<file path="config.mk">
export PLATFORM = sky130hd
export DESIGN_NAME = scoreboard_display_mux
export DESIGN_NICKNAME = d
export VERILOG_FILES = /design/src/rtl/scoreboard_display_mux.sv
export SDC_FILE = /design/constraint.sdc
export NUM_CORES = 1
export LEC_CHECK = 0
export ABC_AREA = 1
export CAP_MARGIN = 20
export CORE_AREA = 5 5 129 101
export CTS_CLUSTER_DIAMETER = 120
export DETAILED_ROUTE_END_ITERATION = 8
export DIE_AREA = 0 0 134 106
export SLEW_MARGIN = 40
export SYNTH_ARGS = -nofsm -noshare
export SYNTH_HDL_FRONTEND = slang
export SYNTH_SLANG_ARGS = --single-unit
</file>
<file path="constraint.sdc">
create_clock -name clk -period 4 [get_ports clk]
set_clock_uncertainty 0.2 [all_clocks]
set_input_delay 0.4 -clock clk [delete_from_list [all_inputs] [get_ports clk]]
set_output_delay 0.4 -clock clk [all_outputs]
set_load 0.01 [all_outputs]
</file>
<file path="src/rtl/scoreboard_display_mux.sv">
// rtl/scoreboard_display_mux.sv - two-score BCD converter with multiplexed 4-digit scan
module scoreboard_display_mux #(
    parameter int REFRESH_DIV = 1000
) (
    input  logic       clk,
    input  logic       rst_n,
    input  logic [6:0] score_a_i,
    input  logic [6:0] score_b_i,
    input  logic       display_en_i,
    output logic [3:0] digit_o,
    output logic [3:0] digit_en_o,
    output logic       conv_done_o
);

    typedef enum logic [1:0] {
        S_LOAD   = 2'd0,
        S_DIV_A  = 2'd1,
        S_DIV_B  = 2'd2,
        S_UPDATE = 2'd3
    } state_t;

    localparam logic [3:0]  BLANK      = 4'd15;
    localparam logic [15:0] PRESC_LAST = 16'(REFRESH_DIV - 1);

    state_t      r_state;
    logic [6:0]  r_rem_a;
    logic [6:0]  r_rem_b;
    logic [3:0]  r_tens_a;
    logic [3:0]  r_tens_b;
    logic [3:0]  r_disp3;
    logic [3:0]  r_disp2;
    logic [3:0]  r_disp1;
    logic [3:0]  r_disp0;
    logic        r_conv_done;
    logic [15:0] r_presc;
    logic [1:0]  r_scan_idx;
    logic [3:0]  r_digit;
    logic [3:0]  r_digit_en;

    logic [6:0]  w_clamp_a;
    logic [6:0]  w_clamp_b;
    logic [3:0]  w_sel_digit;

    assign w_clamp_a = (score_a_i > 7'd99) ? 7'd99 : score_a_i;
    assign w_clamp_b = (score_b_i > 7'd99) ? 7'd99 : score_b_i;

    // Converter: repeated subtraction by 10, one step per cycle, then commit all four digits at once
    always_ff @(posedge clk) begin
        if (!rst_n) begin
            r_state     <= S_LOAD;
            r_rem_a     <= '0;
            r_rem_b     <= '0;
            r_tens_a    <= '0;
            r_tens_b    <= '0;
            r_disp3     <= BLANK;
            r_disp2     <= 4'd0;
            r_disp1     <= BLANK;
            r_disp0     <= 4'd0;
            r_conv_done <= 1'b0;
        end else begin
            r_conv_done <= 1'b0;
            case (r_state)
                S_LOAD: begin
                    r_rem_a  <= w_clamp_a;
                    r_rem_b  <= w_clamp_b;
                    r_tens_a <= '0;
                    r_tens_b <= '0;
                    r_state  <= S_DIV_A;
                end
                S_DIV_A: begin
                    if (r_rem_a >= 7'd10) begin
                        r_rem_a  <= r_rem_a - 7'd10;
                        r_tens_a <= r_tens_a + 4'd1;
                    end else begin
                        r_state <= S_DIV_B;
                    end
                end
                S_DIV_B: begin
                    if (r_rem_b >= 7'd10) begin
                        r_rem_b  <= r_rem_b - 7'd10;
                        r_tens_b <= r_tens_b + 4'd1;
                    end else begin
                        r_state <= S_UPDATE;
                    end
                end
                S_UPDATE: begin
                    r_disp3     <= (r_tens_a == 4'd0) ? BLANK : r_tens_a;
                    r_disp2     <= r_rem_a[3:0];
                    r_disp1     <= (r_tens_b == 4'd0) ? BLANK : r_tens_b;
                    r_disp0     <= r_rem_b[3:0];
                    r_conv_done <= 1'b1;
                    r_state     <= S_LOAD;
                end
                default: r_state <= S_LOAD;
            endcase
        end
    end

    // Prescaler sets how long each digit stays lit; scan index advances on its wrap
    always_ff @(posedge clk) begin
        if (!rst_n) begin
            r_presc    <= '0;
            r_scan_idx <= '0;
        end else if (r_presc == PRESC_LAST) begin
            r_presc    <= '0;
            r_scan_idx <= r_scan_idx + 2'd1;
        end else begin
            r_presc <= r_presc + 16'd1;
        end
    end

    // Pick the display register for the current scan position
    always_comb begin
        w_sel_digit = BLANK;
        case (r_scan_idx)
            2'd0: w_sel_digit = r_disp0;
            2'd1: w_sel_digit = r_disp1;
            2'd2: w_sel_digit = r_disp2;
            2'd3: w_sel_digit = r_disp3;
            default: w_sel_digit = BLANK;
        endcase
    end

    // Register the digit drive so a commit and a scan step on the same edge never tear
    always_ff @(posedge clk) begin
        if (!rst_n) begin
            r_digit    <= BLANK;
            r_digit_en <= 4'b0000;
        end else if (display_en_i) begin
            r_digit    <= w_sel_digit;
            r_digit_en <= 4'b0001 << r_scan_idx;
        end else begin
            r_digit    <= BLANK;
            r_digit_en <= 4'b0000;
        end
    end

    assign digit_o     = r_digit;
    assign digit_en_o  = r_digit_en;
    assign conv_done_o = r_conv_done;

endmodule

</file>
==> impl_results.md, run 1 <==
- Post-route ant nets: 0
- Total chip power: 2.63 mW
- Crit path max fanout: 11
- Largest net degree at the start of global routing: 26
- Register area share after synthesis: 0.395
- Multiplexer share of the synthesized area: 0
- Avg Vias per Cell: 4.67
- Tot GR Track Use: 0.109
- Combinational family with the most area after synthesis: simple AND/OR/NAND/NOR gates
- Clock Latency Late Sink: 320 ps
- Post-synthesis register bit count: 67
- Req. time, crit path: 3990 ps
- # Max-Cap Violations: 0
- Max clock buf depth: 2
- Worst path max stage delay: 450 ps
- RSZ-0062 raised after global routing: false
- Port bufs: 25
- YS warnings: 0
- Initial Utilization: 0.288
- Post-Syn Nets: 513
- Routability cong.: 0.857
- Final Hold Vio Count: 0
- Initial antenna violation count: 0
- Via Count: 3072
- Period utilisation layout: 0.506
- Drt first pass iters: 4
- Synth Area in Simple Gates: 0.324
- Slowest-stage cell, CP: ha_1
- DIE AREA: 14200 um2
- Num CTS Buffers: 9
- Worst Setup Start Kind: flip-flop
- Most frequent CP cell: inv_1
- Crit Path Category: flip-flop to flip-flop
- Commonest cells post-synth: nand2_1, dfxtp_1, a21oi_1, inv_1, nand3_1
- GR Overflow Total: 0
- N_diodes: 0
- CP Cell Sequence: inv_1, ha_1, nor2_1, inv_1, nand2_2, nand2_1, a21oi_1
- Max transition margin: 0.524
- CTS tree: built
- Share of layout cells above drive strength 1: 0.0961
- Post-Syn Area: 3390 um2
- Core area: 11800 um2
- Initial DRC count: 212
- Fin Hold WS: 258 ps
- Chip Height: 106 um
- Io pins: 26
- NumNets Final: 537
- Final core area utilization: 0.350
- Synth Area in XOR/XNOR: 0.0129
- Distinct cells, synth: 33
- Worst Tran Pin Value: 714 ps
- Clk slew on worst S/H paths: 50 ps
- EDFF count, synth: 0
- Lkg Pwr: 1.68 nW
- Status: completed
- Vias in the first global route: 2880
- Total Neg Setup Slack: 0 ps
- Setup Fix Bufs, Post-CTS: 0
- FMAX: 494 MHz
- Crit path DAT: 2010 ps
- Area leader, netlist: dfxtp_1
- Peak VDD IR: 0.191 mV
- Power Density: 639 nW/um2
- DP Wirelength: 5.55 mm
- DR WL/cell: 11.5 um
- First-pass GRT wire length: 13.2 mm
- Adder-cell share of the synthesized area: 0.0553
- Post-CTS Hold Fix Bufs: 0
- Fillers: 1218
- Post-synthesis cell count: 481
- Root buf cell: clkbuf_16
- Async S/R FF share, synth: 0
- Area Growth Syn to Fin: 21.5%
- Min Tclk post-route: 2020 ps
- Most numerous cell in the Yosys netlist: nand2_1
- H-tree levels: 3
- Post-synth top area share: 0.395
- Area post-placement: 3750 um2
- Mapped Avg Cell Area: 7.05 um2
- # clock sinks: 67
- Cts repair resizes: 0
- Final slew viol count: 0
- Final instance area: 4120 um2
- Die X: 134 um
- Top_reg_cell synth: dfxtp_1
- WL final: 7.56 mm
- Setup Viol. Count Final: 0
- # rows: 35
- Synth top area cells: dfxtp_1, nand2_1, a21oi_1
- Drt drc: 0
- HP Class: flip-flop to flip-flop
- CP endpoint kind: flip-flop
- Post-synthesis compound-gate area fraction: 0.125
==> placed cells by master (no fill, tap or decap), drive strengths merged <==
cell type      instances
inv                   56
nand3b                 1
nor2                  48
xor2                   3
ha                    15
o21ai                 17
clkbuf                12
clkdlybuf4s50         24
nor3b                  2
nor3                  10
nand3                 48
o31ai                  1
o22ai                  6
clkinv                 2
or2                    2
bufinv                 4
a21oi                 48
o21bai                 3
a21boi                 2
nand4                  8
xnor2                  2
a31oi                  1
buf                    1
dfxtp                 67
nand2                127
==> flip-flops by register name, summed over array words and instances (netlist names) <==
name and flops:
r_tens_a 4, r_tens_b 4, r_disp2 4, digit_en_o 4, r_disp0 4, r_rem_a 7
r_presc 16, r_disp3 4, digit_o 4, conv_done_o 1, r_rem_b 7, r_disp1 4
r_scan_idx 2, r_state 2
==> final cells by class <==
cell class,count,area [um2],share of cell area
multi-input cells,344,1760,0.426
flip-flops and latches,67,1340,0.325
clock buffers,12,256,0.0622
repair buffers,25,245,0.0595
inverters,58,218,0.0528
well taps,148,185,0.0449
clock inverters,4,120,0.0291
==> critical path: cells and delay by family (launching register included) <==
kind / cells / cell delay, ps
and+or+nand+nor: 3 / 410
adders and majority gates: 1 / 450
DFF: 1 / 350
AOI/OAI and AO/OA: 1 / 60
buffers and inverters: 2 / 430
==> metrics by stage <==
stage          std cells  worst slack, ps
3_3_place_gp         642             1550
3_5_place_dp         642             1510
4_1_cts              658             1840
6_report             658             1980
5_1_grt              658             1740
2_1_floorplan        481             2410
==> layer usage <==
layer	routed length, um	part of all wire	global-route usage	up-vias
li1	-	-	-	1615
met1	4020	0.53	0.156	1378
met2	3070	0.41	0.164	64
met3	356	0.047	0.0189	15
met5	0	0	0	-
met4	116	0.015	0.0389	0
==> path summary, 6_finish.rpt <==
| path | start | endpoint | slack [ps] | depth (start not counted) |
|---|---|---|---|---|
| setup / recovery | r_state[1] | r_rem_a[4] | 1980 | 7 |
| hold / removal | r_presc[0] | r_presc[0] | 260 | 1 |
| setup reg to reg | r_state[1] | r_rem_a[4] | 1980 | 7 |
| hold reg to reg | r_presc[0] | r_presc[0] | 260 | 1 |
==> power by group <==
| part | switching [mW] | internal (mW) |
|---|---|---|
| registers | 0.0934 | 0.773 |
| clock network | 0.276 | 0.706 |
| logic | 0.512 | 0.273 |
| total | 0.881 | 1.75 |
==> cell families after synthesis <==
logic type	count (synthesis)
compound gates	78
xor+xnor	5
fa+ha+maj	15
buf+inv	70
flops	67
simple gates	246
No activity file was read; power rests on OpenSTA's default activity.
==> run 2: changes to the inputs <==
- clock period: 4 -> 2.1 ns (I/O delays scaled with it)
==> impl_results.md, run 2 (synthesized netlist as in run 1, its figures left out) <==
- Status: completed
- GR Overflow Total: 0 (unchanged)
- Period utilisation layout: 0.914 (+0.408)
- CTS tree: built
- Total Neg Setup Slack: 0 ps (unchanged)
- Final Hold Vio Count: 0 (unchanged)
- Io pins: 26 (unchanged)
- N_diodes: 0 (unchanged)
- Final slew viol count: 0 (unchanged)
- Core area: 11800 um2 (unchanged)
- Worst Tran Pin Value: 427 ps (-286 ps)
- HP Class: flip-flop to flip-flop
- Max clock buf depth: 2 (unchanged)
- CP endpoint kind: flip-flop
- WL final: 7.78 mm (+2.9%)
- # clock sinks: 67 (unchanged)
- Root buf cell: clkbuf_16
- Crit path DAT: 1940 ps (-70 ps)
- Crit path max fanout: 14 (+3)
- Power Density: 1160 nW/um2 (+81%)
- Sw Share: 0.357 (+0.0224)
- Clock share of power: 0.333 (-0.040)
- First-pass GRT wire length: 13.2 mm (+0.26%)
- Num CTS Buffers: 9 (unchanged)
- Initial DRC count: 295 (+39%)
- Clock Latency Late Sink: 330 ps (about the same)
- Post-route ant nets: 0 (unchanged)
- Tot GR Track Use: 0.112 (+0.00301)
- Commonest non-fill, non-tap cell in the layout: nand2_1
- Routability cong.: 0.904 (+5.4%)
- Die X: 134 um (unchanged)
- Cell family with most CP delay: simple AND/OR/NAND/NOR gates
- Initial antenna violation count: 0 (unchanged)
- DIE AREA: 14200 um2 (unchanged)
- Most frequent cells in the layout: nand2_1, dfxtp_1, inv_1, a21oi_1, nand3_1
- CP bufs+invs: 1 (-1)
- Sw Pwr: 1.70 mW (+93%)
- Max transition margin: 0.715 (+0.191)
- Worst Setup Start Kind: flip-flop
- Top flop regs: r_presc: 16 flops, r_rem_a: 7 flops, r_rem_b: 7 flops
- NumNets Final: 541 (+0.74%)
- Req. time, crit path: 2120 ps (-1870 ps)
- Slowest-stage cell, CP: dfxtp_1
- # rows: 35 (unchanged)
- Seq pwr share: 0.348 (+0.019)
- Largest register FFs: 16 (unchanged)
- Comb power frac: 0.319 (+0.021)
- FMAX: 521 MHz (+5.5%)
- Fin Hold WS: 258 ps (+0.125 ps)
- Peak VDD IR: 0.505 mV (+160%)
- Int Power: 3.05 mW (+74%)
- Drt drc: 0 (unchanged)
- Avg Vias per Cell: 4.74 (+1.6%)
- H-tree levels: 3 (unchanged)
- Crit Path Category: flip-flop to flip-flop
- Min Tclk post-route: 1920 ps (-105 ps)
- Area Growth Syn to Fin: 20.9%
- Via Count: 3141 (+2.2%)
- Worst path max stage delay: 380 ps (-70 ps)
- Largest net degree at the start of global routing: 23 (-12%)
- Lkg Pwr: 1.67 nW (-0.88%)
- Chip Height: 106 um (unchanged)
- Drt first pass iters: 5 (+1)
- Post-CTS Hold Fix Bufs: 0 (unchanged)
- CP Cell Sequence: inv_2, ha_1, nor2_2, nor2_1, nand3_2, nand2_2, nand2_2, nand2_1, nand2_1, nor2_1
- Clk slew on worst S/H paths: 50 ps (about the same)
- DP Wirelength: 5.84 mm (+5.3%)
- Port bufs: 25 (unchanged)
- Initial Utilization: 0.288 (unchanged)
- # Max-Cap Violations: 0 (unchanged)
- Setup Viol. Count Final: 0 (unchanged)
- RSZ-0062 raised after global routing: false
- DR WL/cell: 11.8 um (+2.3%)
- Biggest register: r_presc
- Fillers: 1227 (+0.74%)
- Share of layout cells above drive strength 1: 0.103 (+0.00703)
- Vias in the first global route: 2931 (+1.8%)
-- run 2: cell count changes in the layout (fill, tap and decap cells not counted), sizes merged --
cell           change
bufinv             -2
clkinv             +1
clkdlybuf4s50      +1
buf                +3
clkinvlp           +2
inv                +1
clkbuf             -2
-- run 2: final cells by class --
type | count | area (um2) | area share
clock buffer | 10 | 229 | 0.0558
inverter | 58 | 218 | 0.0531
timing repair buffer | 29 | 280 | 0.0683
tap | 148 | 185 | 0.0451
clock inverter | 6 | 88.8 | 0.0217
multi-input combinational | 344 | 1760 | 0.429
sequential | 67 | 1340 | 0.327
-- run 2: tightest hold or removal path: stages, from the launching register on --
cell     delay (ps)
dfxtp_1         300
nand2_1          60
a21oi_1          50
-- run 2: routing by layer --
layer	up-vias	share of wire	wire length, um	track usage
met5	-	0	0	0
met4	0	0.010	78	0.0257
met3	7	0.054	421	0.0345
met2	81	0.43	3320	0.173
met1	1429	0.51	3960	0.154
li1	1624	-	-	-
-- run 2: power by group through the flow --
| stage | clock network (mW) | logic [mW] | registers (mW) |
|---|---|---|---|
| after floorplan | 0 | 1.21 | 1.63 |
| after global placement | 0 | 1.46 | 1.67 |
| after detailed placement | 0 | 1.51 | 1.67 |
| after CTS | 1.62 | 1.52 | 1.65 |
| after global routing | 1.68 | 1.72 | 1.68 |
| final | 1.58 | 1.51 | 1.65 |
-- run 2: worst paths after layout --
check / from / to / slack, ps / cells past startpoint
min: r_presc[15] / r_presc[15] / 260 / 2
min reg2reg: r_presc[15] / r_presc[15] / 260 / 2
max: r_rem_b[1] / r_rem_b[2] / 180 / 10
max reg2reg: r_rem_b[1] / r_rem_b[2] / 180 / 10
-- run 2: what timing repair did --
item	4_1_cts	5_1_grt
gates resized for setup	0	1
setup endpoints to repair	0	1
setup buffers	0	0
-- run 2: per-stage QoR --
step / instance area, um2 / worst slack [ps] / utilization / std cells / power, mW
6_report: 4100 / 181 / 0.348 / 662 / 4.75
5_1_grt: 4100 / 41.0 / 0.348 / 662 / 5.08
4_1_cts: 4100 / 184 / 0.348 / 662 / 4.79
3_5_place_dp: 3780 / 203 / 0.321 / 646 / 3.19
3_3_place_gp: 3780 / 276 / 0.321 / 646 / 3.13
2_1_floorplan: 3390 / 507 / - / 481 / 2.84
